$ cat config.mk
export PLATFORM = sky130hd
export DESIGN_NAME = alu_ex_stage_flat
export DESIGN_NICKNAME = d
export VERILOG_FILES = /design/src/rtl/alu_ex_stage_pkg.sv /design/src/rtl/alu_ex_stage_if.sv /design/src/rtl/alu_ex_stage_alu.sv /design/src/rtl/alu_ex_stage.sv /design/src/flat_wrapper.sv
export SDC_FILE = /design/constraint.sdc
export NUM_CORES = 1
export LEC_CHECK = 0
export CAP_MARGIN = 5
export CORE_AREA = 2 2 152 154
export DETAILED_ROUTE_END_ITERATION = 12
export DIE_AREA = 0 0 154 156
export PLACE_DENSITY = 0.84
export RECOVER_POWER = 100
export SYNTH_ARGS = -nofsm -noshare
export SYNTH_HDL_FRONTEND = slang
export SYNTH_SLANG_ARGS = --single-unit
$ cat constraint.sdc
create_clock -name clk -period 8.67 [get_ports clk]
set_input_delay 1.734 -clock clk [delete_from_list [all_inputs] [get_ports clk]]
set_output_delay 1.734 -clock clk [all_outputs]
set_load 0.02 [all_outputs]
$ cat src/rtl/alu_ex_stage_pkg.sv
// Shared widths, ALU operation encodings and stage state type for the MIPS execute stage.
package alu_ex_stage_pkg;

  localparam int DATA_WIDTH = 32;
  localparam int CNT_WIDTH  = 32;

  typedef enum logic [2:0] {
    ALU_AND  = 3'b000,
    ALU_OR   = 3'b001,
    ALU_ADD  = 3'b010,
    ALU_LUI  = 3'b011,
    ALU_SLTU = 3'b100,
    ALU_SLL  = 3'b101,
    ALU_SUB  = 3'b110,
    ALU_SLT  = 3'b111
  } alu_op_e;

  typedef enum logic [0:0] {
    ST_EMPTY = 1'b0,
    ST_FULL  = 1'b1
  } stage_state_e;

  // Two's-complement overflow from the sign bits of the adder inputs and sum.
  function automatic logic add_ovf(input logic a_msb, input logic b_msb, input logic r_msb);
    add_ovf = (a_msb == b_msb) && (r_msb != a_msb);
  endfunction

endpackage

$ cat src/rtl/alu_ex_stage_if.sv
// Handshake, EX/MEM pipeline register and perf-counter bundle of the execute stage.
interface alu_ex_stage_if #(
  parameter int DATA_WIDTH = alu_ex_stage_pkg::DATA_WIDTH,
  parameter int CNT_WIDTH  = alu_ex_stage_pkg::CNT_WIDTH
);
  logic                  in_valid;
  logic                  in_ready;
  logic [2:0]            in_aluop;
  logic [DATA_WIDTH-1:0] in_a;
  logic [DATA_WIDTH-1:0] in_b;
  logic                  in_trap_en;
  logic                  in_wen;
  logic [4:0]            in_waddr;
  logic                  flush;
  logic                  out_valid;
  logic                  out_ready;
  logic [DATA_WIDTH-1:0] out_result;
  logic                  out_zero;
  logic                  out_carry;
  logic                  out_exc;
  logic                  out_wen;
  logic [4:0]            out_waddr;
  logic [CNT_WIDTH-1:0]  cnt_issued;
  logic [CNT_WIDTH-1:0]  cnt_stall;
  logic [CNT_WIDTH-1:0]  cnt_ovf;

  modport master (
    output in_valid, in_aluop, in_a, in_b, in_trap_en, in_wen, in_waddr, flush, out_ready,
    input  in_ready, out_valid, out_result, out_zero, out_carry, out_exc, out_wen, out_waddr,
    input  cnt_issued, cnt_stall, cnt_ovf
  );

  modport slave (
    input  in_valid, in_aluop, in_a, in_b, in_trap_en, in_wen, in_waddr, flush, out_ready,
    output in_ready, out_valid, out_result, out_zero, out_carry, out_exc, out_wen, out_waddr,
    output cnt_issued, cnt_stall, cnt_ovf
  );
endinterface

$ cat src/rtl/alu_ex_stage_alu.sv
// Combinational MIPS ALU: result, Zero, CarryOut and signed Overflow (ADD/SUB only).
module alu_ex_stage_alu #(
  parameter int DATA_WIDTH = alu_ex_stage_pkg::DATA_WIDTH
) (
  input  logic [DATA_WIDTH-1:0] a_i,
  input  logic [DATA_WIDTH-1:0] b_i,
  input  logic [2:0]            aluop_i,
  output logic [DATA_WIDTH-1:0] result_o,
  output logic                  zero_o,
  output logic                  carry_o,
  output logic                  ovf_o
);
  import alu_ex_stage_pkg::*;

  logic [DATA_WIDTH:0] sum_s;
  logic [DATA_WIDTH:0] diff_s;

  assign sum_s  = {1'b0, a_i} + {1'b0, b_i};
  // Subtract as a + ~b + 1 so CarryOut is the MIPS-style no-borrow flag.
  assign diff_s = {1'b0, a_i} + {1'b0, ~b_i} + {{DATA_WIDTH{1'b0}}, 1'b1};

  always_comb begin
    result_o = {DATA_WIDTH{1'b0}};
    carry_o  = 1'b0;
    ovf_o    = 1'b0;
    case (alu_op_e'(aluop_i))
      ALU_AND:  result_o = a_i & b_i;
      ALU_OR:   result_o = a_i | b_i;
      ALU_ADD: begin
        result_o = sum_s[DATA_WIDTH-1:0];
        carry_o  = sum_s[DATA_WIDTH];
        ovf_o    = add_ovf(a_i[DATA_WIDTH-1], b_i[DATA_WIDTH-1], sum_s[DATA_WIDTH-1]);
      end
      ALU_SUB: begin
        result_o = diff_s[DATA_WIDTH-1:0];
        carry_o  = diff_s[DATA_WIDTH];
        ovf_o    = add_ovf(a_i[DATA_WIDTH-1], ~b_i[DATA_WIDTH-1], diff_s[DATA_WIDTH-1]);
      end
      ALU_SLT:  result_o = {{(DATA_WIDTH-1){1'b0}}, ($signed(a_i) < $signed(b_i))};
      ALU_SLTU: result_o = {{(DATA_WIDTH-1){1'b0}}, (a_i < b_i)};
      ALU_LUI:  result_o = {b_i[DATA_WIDTH-17:0], 16'h0000};
      ALU_SLL:  result_o = b_i << a_i[4:0];
      default:  result_o = {DATA_WIDTH{1'b0}};
    endcase
  end

  assign zero_o = (result_o == {DATA_WIDTH{1'b0}});

endmodule

$ cat src/rtl/alu_ex_stage.sv
// MIPS execute stage: valid/ready capture into the EX/MEM register, overflow traps, perf counters.
module alu_ex_stage #(
  parameter int DATA_WIDTH = alu_ex_stage_pkg::DATA_WIDTH,
  parameter int CNT_WIDTH  = alu_ex_stage_pkg::CNT_WIDTH
) (
  input  logic            clk,
  input  logic            rst,
  alu_ex_stage_if.slave   bus
);
  import alu_ex_stage_pkg::*;

  stage_state_e          state_q, state_d;
  logic [DATA_WIDTH-1:0] result_q, result_d;
  logic                  zero_q, zero_d;
  logic                  carry_q, carry_d;
  logic                  exc_q, exc_d;
  logic                  wen_q, wen_d;
  logic [4:0]            waddr_q, waddr_d;
  logic [CNT_WIDTH-1:0]  cnt_issued_q, cnt_issued_d;
  logic [CNT_WIDTH-1:0]  cnt_stall_q, cnt_stall_d;
  logic [CNT_WIDTH-1:0]  cnt_ovf_q, cnt_ovf_d;

  logic [DATA_WIDTH-1:0] alu_result_s;
  logic                  alu_zero_s, alu_carry_s, alu_ovf_s;
  logic                  in_ready_s, capture_s, exc_s, is_addsub_s;

  alu_ex_stage_alu #(.DATA_WIDTH(DATA_WIDTH)) u_alu (
    .a_i      (bus.in_a),
    .b_i      (bus.in_b),
    .aluop_i  (bus.in_aluop),
    .result_o (alu_result_s),
    .zero_o   (alu_zero_s),
    .carry_o  (alu_carry_s),
    .ovf_o    (alu_ovf_s)
  );

  assign in_ready_s  = (state_q == ST_EMPTY) || bus.out_ready;
  assign capture_s   = bus.in_valid && in_ready_s && !bus.flush;
  assign is_addsub_s = (bus.in_aluop == 3'(ALU_ADD)) || (bus.in_aluop == 3'(ALU_SUB));
  assign exc_s       = bus.in_trap_en && alu_ovf_s && is_addsub_s;

  // Next state, EX/MEM fields and counters; flush overrides both capture and hold.
  always_comb begin
    state_d      = state_q;
    result_d     = result_q;
    zero_d       = zero_q;
    carry_d      = carry_q;
    exc_d        = exc_q;
    wen_d        = wen_q;
    waddr_d      = waddr_q;
    cnt_issued_d = cnt_issued_q;
    cnt_stall_d  = cnt_stall_q;
    cnt_ovf_d    = cnt_ovf_q;

    case (state_q)
      ST_EMPTY: begin
        if (capture_s) begin
          state_d = ST_FULL;
        end else begin
          state_d = ST_EMPTY;
        end
      end
      ST_FULL: begin
        if (bus.flush) begin
          state_d = ST_EMPTY;
        end else if (capture_s) begin
          state_d = ST_FULL;
        end else if (bus.out_ready) begin
          state_d = ST_EMPTY;
        end else begin
          state_d = ST_FULL;
        end
      end
      default: state_d = ST_EMPTY;
    endcase

    if (capture_s) begin
      result_d     = alu_result_s;
      zero_d       = alu_zero_s;
      carry_d      = alu_carry_s;
      exc_d        = exc_s;
      wen_d        = bus.in_wen && !exc_s;
      waddr_d      = bus.in_waddr;
      cnt_issued_d = cnt_issued_q + CNT_WIDTH'(1);
      if (exc_s) begin
        cnt_ovf_d = cnt_ovf_q + CNT_WIDTH'(1);
      end else begin
        cnt_ovf_d = cnt_ovf_q;
      end
    end else begin
      cnt_issued_d = cnt_issued_q;
    end

    if ((state_q == ST_FULL) && !bus.out_ready && !bus.flush) begin
      cnt_stall_d = cnt_stall_q + CNT_WIDTH'(1);
    end else begin
      cnt_stall_d = cnt_stall_q;
    end
  end

  // Stage register with synchronous reset.
  always_ff @(posedge clk) begin
    if (rst) begin
      state_q      <= ST_EMPTY;
      result_q     <= {DATA_WIDTH{1'b0}};
      zero_q       <= 1'b0;
      carry_q      <= 1'b0;
      exc_q        <= 1'b0;
      wen_q        <= 1'b0;
      waddr_q      <= 5'd0;
      cnt_issued_q <= {CNT_WIDTH{1'b0}};
      cnt_stall_q  <= {CNT_WIDTH{1'b0}};
      cnt_ovf_q    <= {CNT_WIDTH{1'b0}};
    end else begin
      state_q      <= state_d;
      result_q     <= result_d;
      zero_q       <= zero_d;
      carry_q      <= carry_d;
      exc_q        <= exc_d;
      wen_q        <= wen_d;
      waddr_q      <= waddr_d;
      cnt_issued_q <= cnt_issued_d;
      cnt_stall_q  <= cnt_stall_d;
      cnt_ovf_q    <= cnt_ovf_d;
    end
  end

  assign bus.in_ready   = in_ready_s;
  assign bus.out_valid  = (state_q == ST_FULL);
  assign bus.out_result = result_q;
  assign bus.out_zero   = zero_q;
  assign bus.out_carry  = carry_q;
  assign bus.out_exc    = exc_q;
  assign bus.out_wen    = wen_q;
  assign bus.out_waddr  = waddr_q;
  assign bus.cnt_issued = cnt_issued_q;
  assign bus.cnt_stall  = cnt_stall_q;
  assign bus.cnt_ovf    = cnt_ovf_q;

endmodule

$ cat src/flat_wrapper.sv
// flat-port wrapper written by rule: the top's interface ports become plain ports
module alu_ex_stage_flat import alu_ex_stage_pkg::*;
#(
  parameter int DATA_WIDTH = alu_ex_stage_pkg::DATA_WIDTH,
  parameter int CNT_WIDTH  = alu_ex_stage_pkg::CNT_WIDTH
)
  (clk, rst, bus_in_valid, bus_in_aluop, bus_in_a, bus_in_b, bus_in_trap_en, bus_in_wen, bus_in_waddr, bus_flush, bus_out_ready, bus_in_ready, bus_out_valid, bus_out_result, bus_out_zero, bus_out_carry, bus_out_exc, bus_out_wen, bus_out_waddr, bus_cnt_issued, bus_cnt_stall, bus_cnt_ovf);
  alu_ex_stage_if #(.DATA_WIDTH(DATA_WIDTH), .CNT_WIDTH(CNT_WIDTH)) bus_i ();
  input  logic clk;
  input  logic rst;
  input wire logic [$bits(bus_i.in_valid)-1:0] bus_in_valid;
  input wire logic [$bits(bus_i.in_aluop)-1:0] bus_in_aluop;
  input wire logic [$bits(bus_i.in_a)-1:0] bus_in_a;
  input wire logic [$bits(bus_i.in_b)-1:0] bus_in_b;
  input wire logic [$bits(bus_i.in_trap_en)-1:0] bus_in_trap_en;
  input wire logic [$bits(bus_i.in_wen)-1:0] bus_in_wen;
  input wire logic [$bits(bus_i.in_waddr)-1:0] bus_in_waddr;
  input wire logic [$bits(bus_i.flush)-1:0] bus_flush;
  input wire logic [$bits(bus_i.out_ready)-1:0] bus_out_ready;
  output wire logic [$bits(bus_i.in_ready)-1:0] bus_in_ready;
  output wire logic [$bits(bus_i.out_valid)-1:0] bus_out_valid;
  output wire logic [$bits(bus_i.out_result)-1:0] bus_out_result;
  output wire logic [$bits(bus_i.out_zero)-1:0] bus_out_zero;
  output wire logic [$bits(bus_i.out_carry)-1:0] bus_out_carry;
  output wire logic [$bits(bus_i.out_exc)-1:0] bus_out_exc;
  output wire logic [$bits(bus_i.out_wen)-1:0] bus_out_wen;
  output wire logic [$bits(bus_i.out_waddr)-1:0] bus_out_waddr;
  output wire logic [$bits(bus_i.cnt_issued)-1:0] bus_cnt_issued;
  output wire logic [$bits(bus_i.cnt_stall)-1:0] bus_cnt_stall;
  output wire logic [$bits(bus_i.cnt_ovf)-1:0] bus_cnt_ovf;
  assign bus_i.in_valid = bus_in_valid;
  assign bus_i.in_aluop = bus_in_aluop;
  assign bus_i.in_a = bus_in_a;
  assign bus_i.in_b = bus_in_b;
  assign bus_i.in_trap_en = bus_in_trap_en;
  assign bus_i.in_wen = bus_in_wen;
  assign bus_i.in_waddr = bus_in_waddr;
  assign bus_i.flush = bus_flush;
  assign bus_i.out_ready = bus_out_ready;
  assign bus_in_ready = bus_i.in_ready;
  assign bus_out_valid = bus_i.out_valid;
  assign bus_out_result = bus_i.out_result;
  assign bus_out_zero = bus_i.out_zero;
  assign bus_out_carry = bus_i.out_carry;
  assign bus_out_exc = bus_i.out_exc;
  assign bus_out_wen = bus_i.out_wen;
  assign bus_out_waddr = bus_i.out_waddr;
  assign bus_cnt_issued = bus_i.cnt_issued;
  assign bus_cnt_stall = bus_i.cnt_stall;
  assign bus_cnt_ovf = bus_i.cnt_ovf;
  alu_ex_stage #(.DATA_WIDTH(DATA_WIDTH), .CNT_WIDTH(CNT_WIDTH)) u_core (.clk(clk), .rst(rst), .bus(bus_i));
endmodule
# [After elaboration in Yosys (flattened, before gate mapping)]
# Index checks and enable logic that the tools add are counted.
[classes] n_bitwise=5 order_cmp=2 muxes=8 n_mul=0 div=0 reduce_logical=17 shift=1 eq_ne=11 add_sub_neg=6
[op_table] cell="$pmux 32 s8" count=1
[op_table] cell="$add 32x1->32 const B" count=3
[op_table] cell="$add 32x32->33" count=2
[op_table] cell="$lt 32x32->1" count=2
[op_table] cell="$add 33x1->33 const B" count=1
[op_table] cell="$and 32x32->32" count=1
[op_table] cell="$logic_not 32->1" count=1
[op_table] cell="$not 32->32" count=1
[op_table] cell="$or 32x32->32" count=1
[op_table] cell="$shl 32x5->32" count=1
[op_table] cell="$eq 3x3->1 const B" count=4
[op_table] cell="$logic_and 1x1->1" count=9
[op_table] cell="$eq 3x2->1 const B" count=2
[op_table] cell="$pmux 1 s2" count=3
[op_table] cell="$mux 1" count=4
[op_table] cell="$eq 3x1->1 const B" count=1
[op_table] cell="$logic_not 1->1" count=3
[op_table] cell="$logic_not 3->1" count=1
[op_table] cell="$eq 1x1->1" count=2
[op_table] cell="$logic_or 1x1->1" count=2
[op_table] cell="$ne 1x1->1" count=2
[op_table] cell="$not 1->1" count=2
[op_table] cell="$reduce_and 2->1" count=1
[totals] ramBits=0 n_memories=0 output_inout_bits=139 input_bits=79 word_cells=60 rom_bits=0 latchBits=0 reg_bits=138

# [Longest topological paths before layout]
[logic_depth] word_depth=10 depth_mapped=19 depth_no_buf=14

# [Hierarchy]
# A second synthesis with hierarchy kept.
[hier_totals] cells_unflattened=1849 hier_area_um2=13469.2
[by_module_without_submodules] module="alu_ex_stage_alu" area_per_inst_um2=7657.3 cells_per_inst=1162 seq_area_each_um2=0.0 instances=1
[by_module_without_submodules] module="alu_ex_stage" area_per_inst_um2=5811.8 cells_per_inst=687 seq_area_each_um2=2762.6 instances=1

# [Worst setup path after synthesis]
# OpenSTA, ideal clock, no wires.
[synth_timing] path_kind="in2reg" startpoint="input port bus_in_a[3]" endpoint="register u_core.cnt_ovf_q[14] (netlist: u_core.bus.cnt_ovf[14])" stages=18 n_path_buf=5 setup_ps=70 t_arrival_ps=5575 slack_ps=3024 required_ps=8600 path_cell_list="clkbuf_1 inv_1 clkbuf_1 buf_1 ha_1 buf_6 nor2_4 nand3_2 a2111oi_4 nor3_1 o31ai_2 a21oi_1 xnor2_1 o32ai_2 nand4_1 buf_2 or3_1 a21oi_1"
[synth_between] elab_chain_len=8 elab_cells_between_ends=11 cone_classes="add/sub (3); eq/ne (2); mux (1); reduce/logical (5)"
[synth_lines] item="start: declaration" line_no="flat_wrapper.sv:13" text="input wire logic [$bits(bus_i.in_a)-1:0] bus_in_a;"
[synth_lines] item="$add 32x32->33" line_no="alu_ex_stage_alu.sv:20" text="assign diff_s = {1'b0, a_i} + {1'b0, ~b_i} + {{DATA_WIDTH{1'b0}}, 1'b1};"
[synth_lines] item="$add 33x1->33" line_no="alu_ex_stage_alu.sv:20"
[synth_lines] item="$ne 1x1->1" line_no="alu_ex_stage_pkg.sv:25" text="add_ovf = (a_msb == b_msb) && (r_msb != a_msb);"
[synth_lines] item="$logic_and 1x1->1" line_no="alu_ex_stage_pkg.sv:25"
[synth_lines] item="$pmux 1 s2 (*)" line_no="alu_ex_stage_alu.sv:26" text="case (alu_op_e'(aluop_i))"
[synth_lines] item="$logic_and 1x1->1 (*) (2 in series)" line_no="alu_ex_stage.sv:40" text="assign exc_s = bus.in_trap_en && alu_ovf_s && is_addsub_s;"
[synth_lines] item="$reduce_and 2->1 (no line) (*)"
[synth_lines] item="end signal: assignment" line_no="alu_ex_stage.sv:113" text="cnt_ovf_q <= {CNT_WIDTH{1'b0}};"
[synth_lines] item="end signal: assignment" line_no="alu_ex_stage.sv:124" text="cnt_ovf_q <= cnt_ovf_d;"
[synth_lines] item="end: declaration" line_no="alu_ex_stage.sv:21" text="logic [CNT_WIDTH-1:0] cnt_ovf_q, cnt_ovf_d;"
# Mark *: on every way between the ends. The rest lies on a longest branch, timed or not.
# A chain may end at the register's enable or synchronous reset.

# [Worst setup path after layout]
[layout_timing] startpoint="input port bus_in_b[12]" endpoint="register u_core.cnt_ovf_q[31] (netlist: u_core.bus.cnt_ovf[31])"
[layout_between] elab_chain_len=9 elab_cells_between_ends=12 cone_classes="add/sub (3); eq/ne (2); mux (1); bitwise (1); reduce/logical (5)"
[layout_lines] item="start: declaration" line_no="flat_wrapper.sv:14" text="input wire logic [$bits(bus_i.in_b)-1:0] bus_in_b;"
[layout_lines] item="$not 32->32" line_no="alu_ex_stage_alu.sv:20"
[layout_lines] item="$add 32x32->33" line_no="alu_ex_stage_alu.sv:20"
[layout_lines] item="$add 33x1->33" line_no="alu_ex_stage_alu.sv:20"
[layout_lines] item="$ne 1x1->1" line_no="alu_ex_stage_pkg.sv:25"
[layout_lines] item="$logic_and 1x1->1" line_no="alu_ex_stage_pkg.sv:25"
[layout_lines] item="$pmux 1 s2 (*)" line_no="alu_ex_stage_alu.sv:26"
[layout_lines] item="$logic_and 1x1->1 (*) (2 in series)" line_no="alu_ex_stage.sv:40"
[layout_lines] item="$reduce_and 2->1 (no line) (*)"
# Marks and branches as above.

==> metrics.md <==
| Metric | Value |
|---|---|
| Starting density of the core | 0.590 |
| Die Wd | approximately 150 um |
| Synth Instances | 1777 |
| # Post-CTS Setup Buffers | 0 |
| Synthesized Nets | 1964 |
| Routed vias | around 15000 |
| Post-synth top flop | dfxtp_1 |
| CTS resizes | 0 |
| Final period util | 0.847 |
| Register area share after synthesis | 0.210 |
| Drt first-iter violations | ~2200 |
| Hold path depth | 2 |
| R2R depth | 11 |
| H-tree Lvls | 4 |
| Worst-margin pin slew | 4.55 ns |
| CTS clk-pin slew, worst paths | ~0.06 ns |
| Synth warn | 0 |
| Async set or reset register ratio after synthesis | 0 |
| Final setup viols | 0 |
| Violated checks | max-capacitance violations, max-slew violations |
| Hpwl dp | 39900 um |
| Synth cell count leaders | nor2_1, nand2_1, a21oi_1, dfxtp_1, inv_1 |
| Max-cap violation count | 3 |
| Number of global-route vias before repair | about 14000 |
| Crit path launch type | primary input |
| Total track usage | 0.437 |
| I/O pins | around 220 |
| Fin. Hold Viols | 0 |
| Worst slew margin | -2.03 |
| Max FO, Critical Path | 23 |
| Dominant cell type by area after synthesis | dfxtp_1 |
| Mapped Area | around 0.013 mm2 |
| Crit end category | register |
| First-pass GRT wire length | 82800 um |
| TNS Setup | 0 ns |
| Cts hold-fix bufs | 0 |
| Final Util | 0.716 |
| Core footprint | between 0.02 and 0.025 mm2 |
| CTS buffer count | 17 |
| DR pass1 iterations | 5 |
| Distinct cell type count after synthesis | 100 |
| Worst Hold Launch | u_core.bus.out_result[26]$_SDFFE_PP0P_ |
| Post-route minimum period | about 7.3 ns |
| RSZ-0062 raised after global routing | no |
| Die Y-Extent | ~160 um |
| Reg2reg start | u_core.bus.out_valid$_SDFF_PP0_ |
| CTS Sinks | 138 |
| Pwr Density | 134 mW/mm2 |
| Worst skew pair latency | between 0.4 and 0.5 ns |
| Initial antenna violation count | 1 |
| Max Slew Vio Count | 172 |
| Rows | 55 |
| Register area | between 0.002 and 0.003 mm2 |
| Final GP Congestion | roughly 1.1 |
| Filler instances | ~1700 |
| Die area | around 0.024 mm2 |
| Post-route DRC | 0 |
| Diode count | 0 |
| EDFF count, synth | 0 |
| Grt total ovfl | 0 |
| Final Skew | around 0.014 ns |
| Worst Hold Class | register to register |
| Layout Nets | 2110 |
| Register bit count reported by yosys | ~140 |
| Outcome | complete, but fails checks |
| Top cells by area, synth | dfxtp_1, ha_1, a21oi_1, nor2_1, nand2_1 |
| Syn Area/Cell | 7.42 um2 |
| Layout cells sized above 1 | 0.0615 |
| Port bufs | 217 |
| Worst setup path startpoint | bus_in_b[12] |
| Share of Yosys cell area claimed by the top area cell type | 0.210 |
| CTS root buf | clkbuf_16 |
| Worst vdd ir | approximately 0.15 mV |
| Via/cell ratio | slightly below 7 |
| Clock buffer depth | 2 |
| Crit path kind | primary input to register |
| Multi-input gate area | approximately 0.0095 mm2 |
| CTS tree | yes |
| F_max | 0.136 GHz |
| Layout area overhead | 21.4% |
| Leakage | about 0.0066 uW |
| CP required | 9.00 ns |
| Final wirelength | about 54000 um |
| CP Data Arrival Time | around 7.7 ns |
| Routed len/inst | between 20 and 25 um |
| Final ANT Viol Nets | 0 |
| Most common cell in the netlist | nor2_1 |
| Largest net degree at the start of global routing | 110 |
## per-layer routing
metal / vias up / routed length [um] / track usage
li1: 6739 / - / -
met1: 7255 / 20700 / 0.566
met2: 1204 / 23800 / 0.688
met3: 221 / 6370 / 0.0967
met4: 4 / 3050 / 0.217
met5: - / 82 / 0.0228
## final timing paths
kind / slack (ns) / endpoint
setup reg to reg: 5.26 / u_core.bus.cnt_stall[31]$_SDFFE_PP0P_
hold / removal: 0.46 / u_core.bus.out_result[26]$_SDFFE_PP0P_
hold reg to reg: 0.46 / u_core.bus.out_result[26]$_SDFFE_PP0P_
setup / recovery: 1.33 / u_core.bus.cnt_ovf[31]$_SDFFE_PP0P_
## through the flow
stage | hold WS [ns] | instance area [um2] | setup slack [ns] | std cells | power [uW]
after CTS | 0.462 | 16000 | 2.18 | 2219 | 2120
final | 0.460 | 16000 | 1.33 | 2219 | 2140
after global routing | 0.484 | 16000 | 1.09 | 2219 | 2200
after global placement | 0.442 | 15400 | 1.95 | 2189 | 1290
after detailed placement | 0.448 | 15400 | 1.80 | 2189 | 1290
after floorplan | 0.530 | 13200 | 3.02 | 1777 | 1070
## cell type report
cell class / count / area share
multi-input cells: 1422 / 0.595
well taps: 285 / 0.0223
repair buffers: 234 / 0.143
clock inverters: 13 / 0.0151
inverters: 110 / 0.0258
flip-flops and latches: 138 / 0.173
clock buffers: 17 / 0.0266
## critical path, cell delays in order
cell           delay (ns)
dlygate4sd3_1        0.80
inv_1                0.14
ha_1                 0.50
nor2_1               0.27
nand2_1              0.13
a2111oi_4            0.47
nor3_1               0.15
o31ai_1              0.78
a21oi_1              0.18
xnor2_1              0.18
o32ai_1              0.51
nand4_1              0.88
or4_1                0.73
a21oi_1              0.18
## where the power goes
group / internal (uW) / switching, uW
registers: 645 / 6.80
clock network: 541 / 297
logic: 228 / 425
total: 1410 / 729
## logic make-up after synthesis
logic type	synth area share
and+or+nand+nor	0.252
AOI/OAI and AO/OA	0.246
buffers and inverters	0.0677
DFF	0.210
adders and majority gates	0.104
xor gates and xnor gates	0.0492
muxes	0.0721
## flip-flops by register name (all words and copies together) (netlist names)
name,count
u_core.bus.cnt_stall,32
u_core.bus.out_wen,1
u_core.bus.cnt_issued,32
u_core.bus.cnt_ovf,32
u_core.bus.out_valid,1
u_core.bus.out_result,32
u_core.bus.out_zero,1
u_core.bus.out_exc,1
u_core.bus.out_carry,1
u_core.bus.out_waddr,5
## layout by cell type (no fill, tap or decap), types with 8 or more instances in the layout
cell	count
nor2b_1	16
nand3_1	65
nand2b_1	19
a31oi_1	17
clkbuf_16	17
inv_1	107
o21a_1	12
mux2i_1	26
nand4_1	28
nor3_1	41
or4_1	10
clkdlybuf4s50_1	72
o31ai_1	19
a21oi_1	167
buf_4	16
dfxtp_1	138
xor2_1	44
nand2_1	188
ha_1	106
nor4_1	20
mux4_2	23
o22ai_1	13
a211oi_1	14
and3_1	25
o21ai_0	86
dlygate4sd3_1	143
xnor2_1	30
a221oi_1	12
or3_1	31
mux2_2	12
o211ai_1	23
a21o_1	8
o221ai_1	11
nor2_1	201
Power figures use the tool's default switching activity.
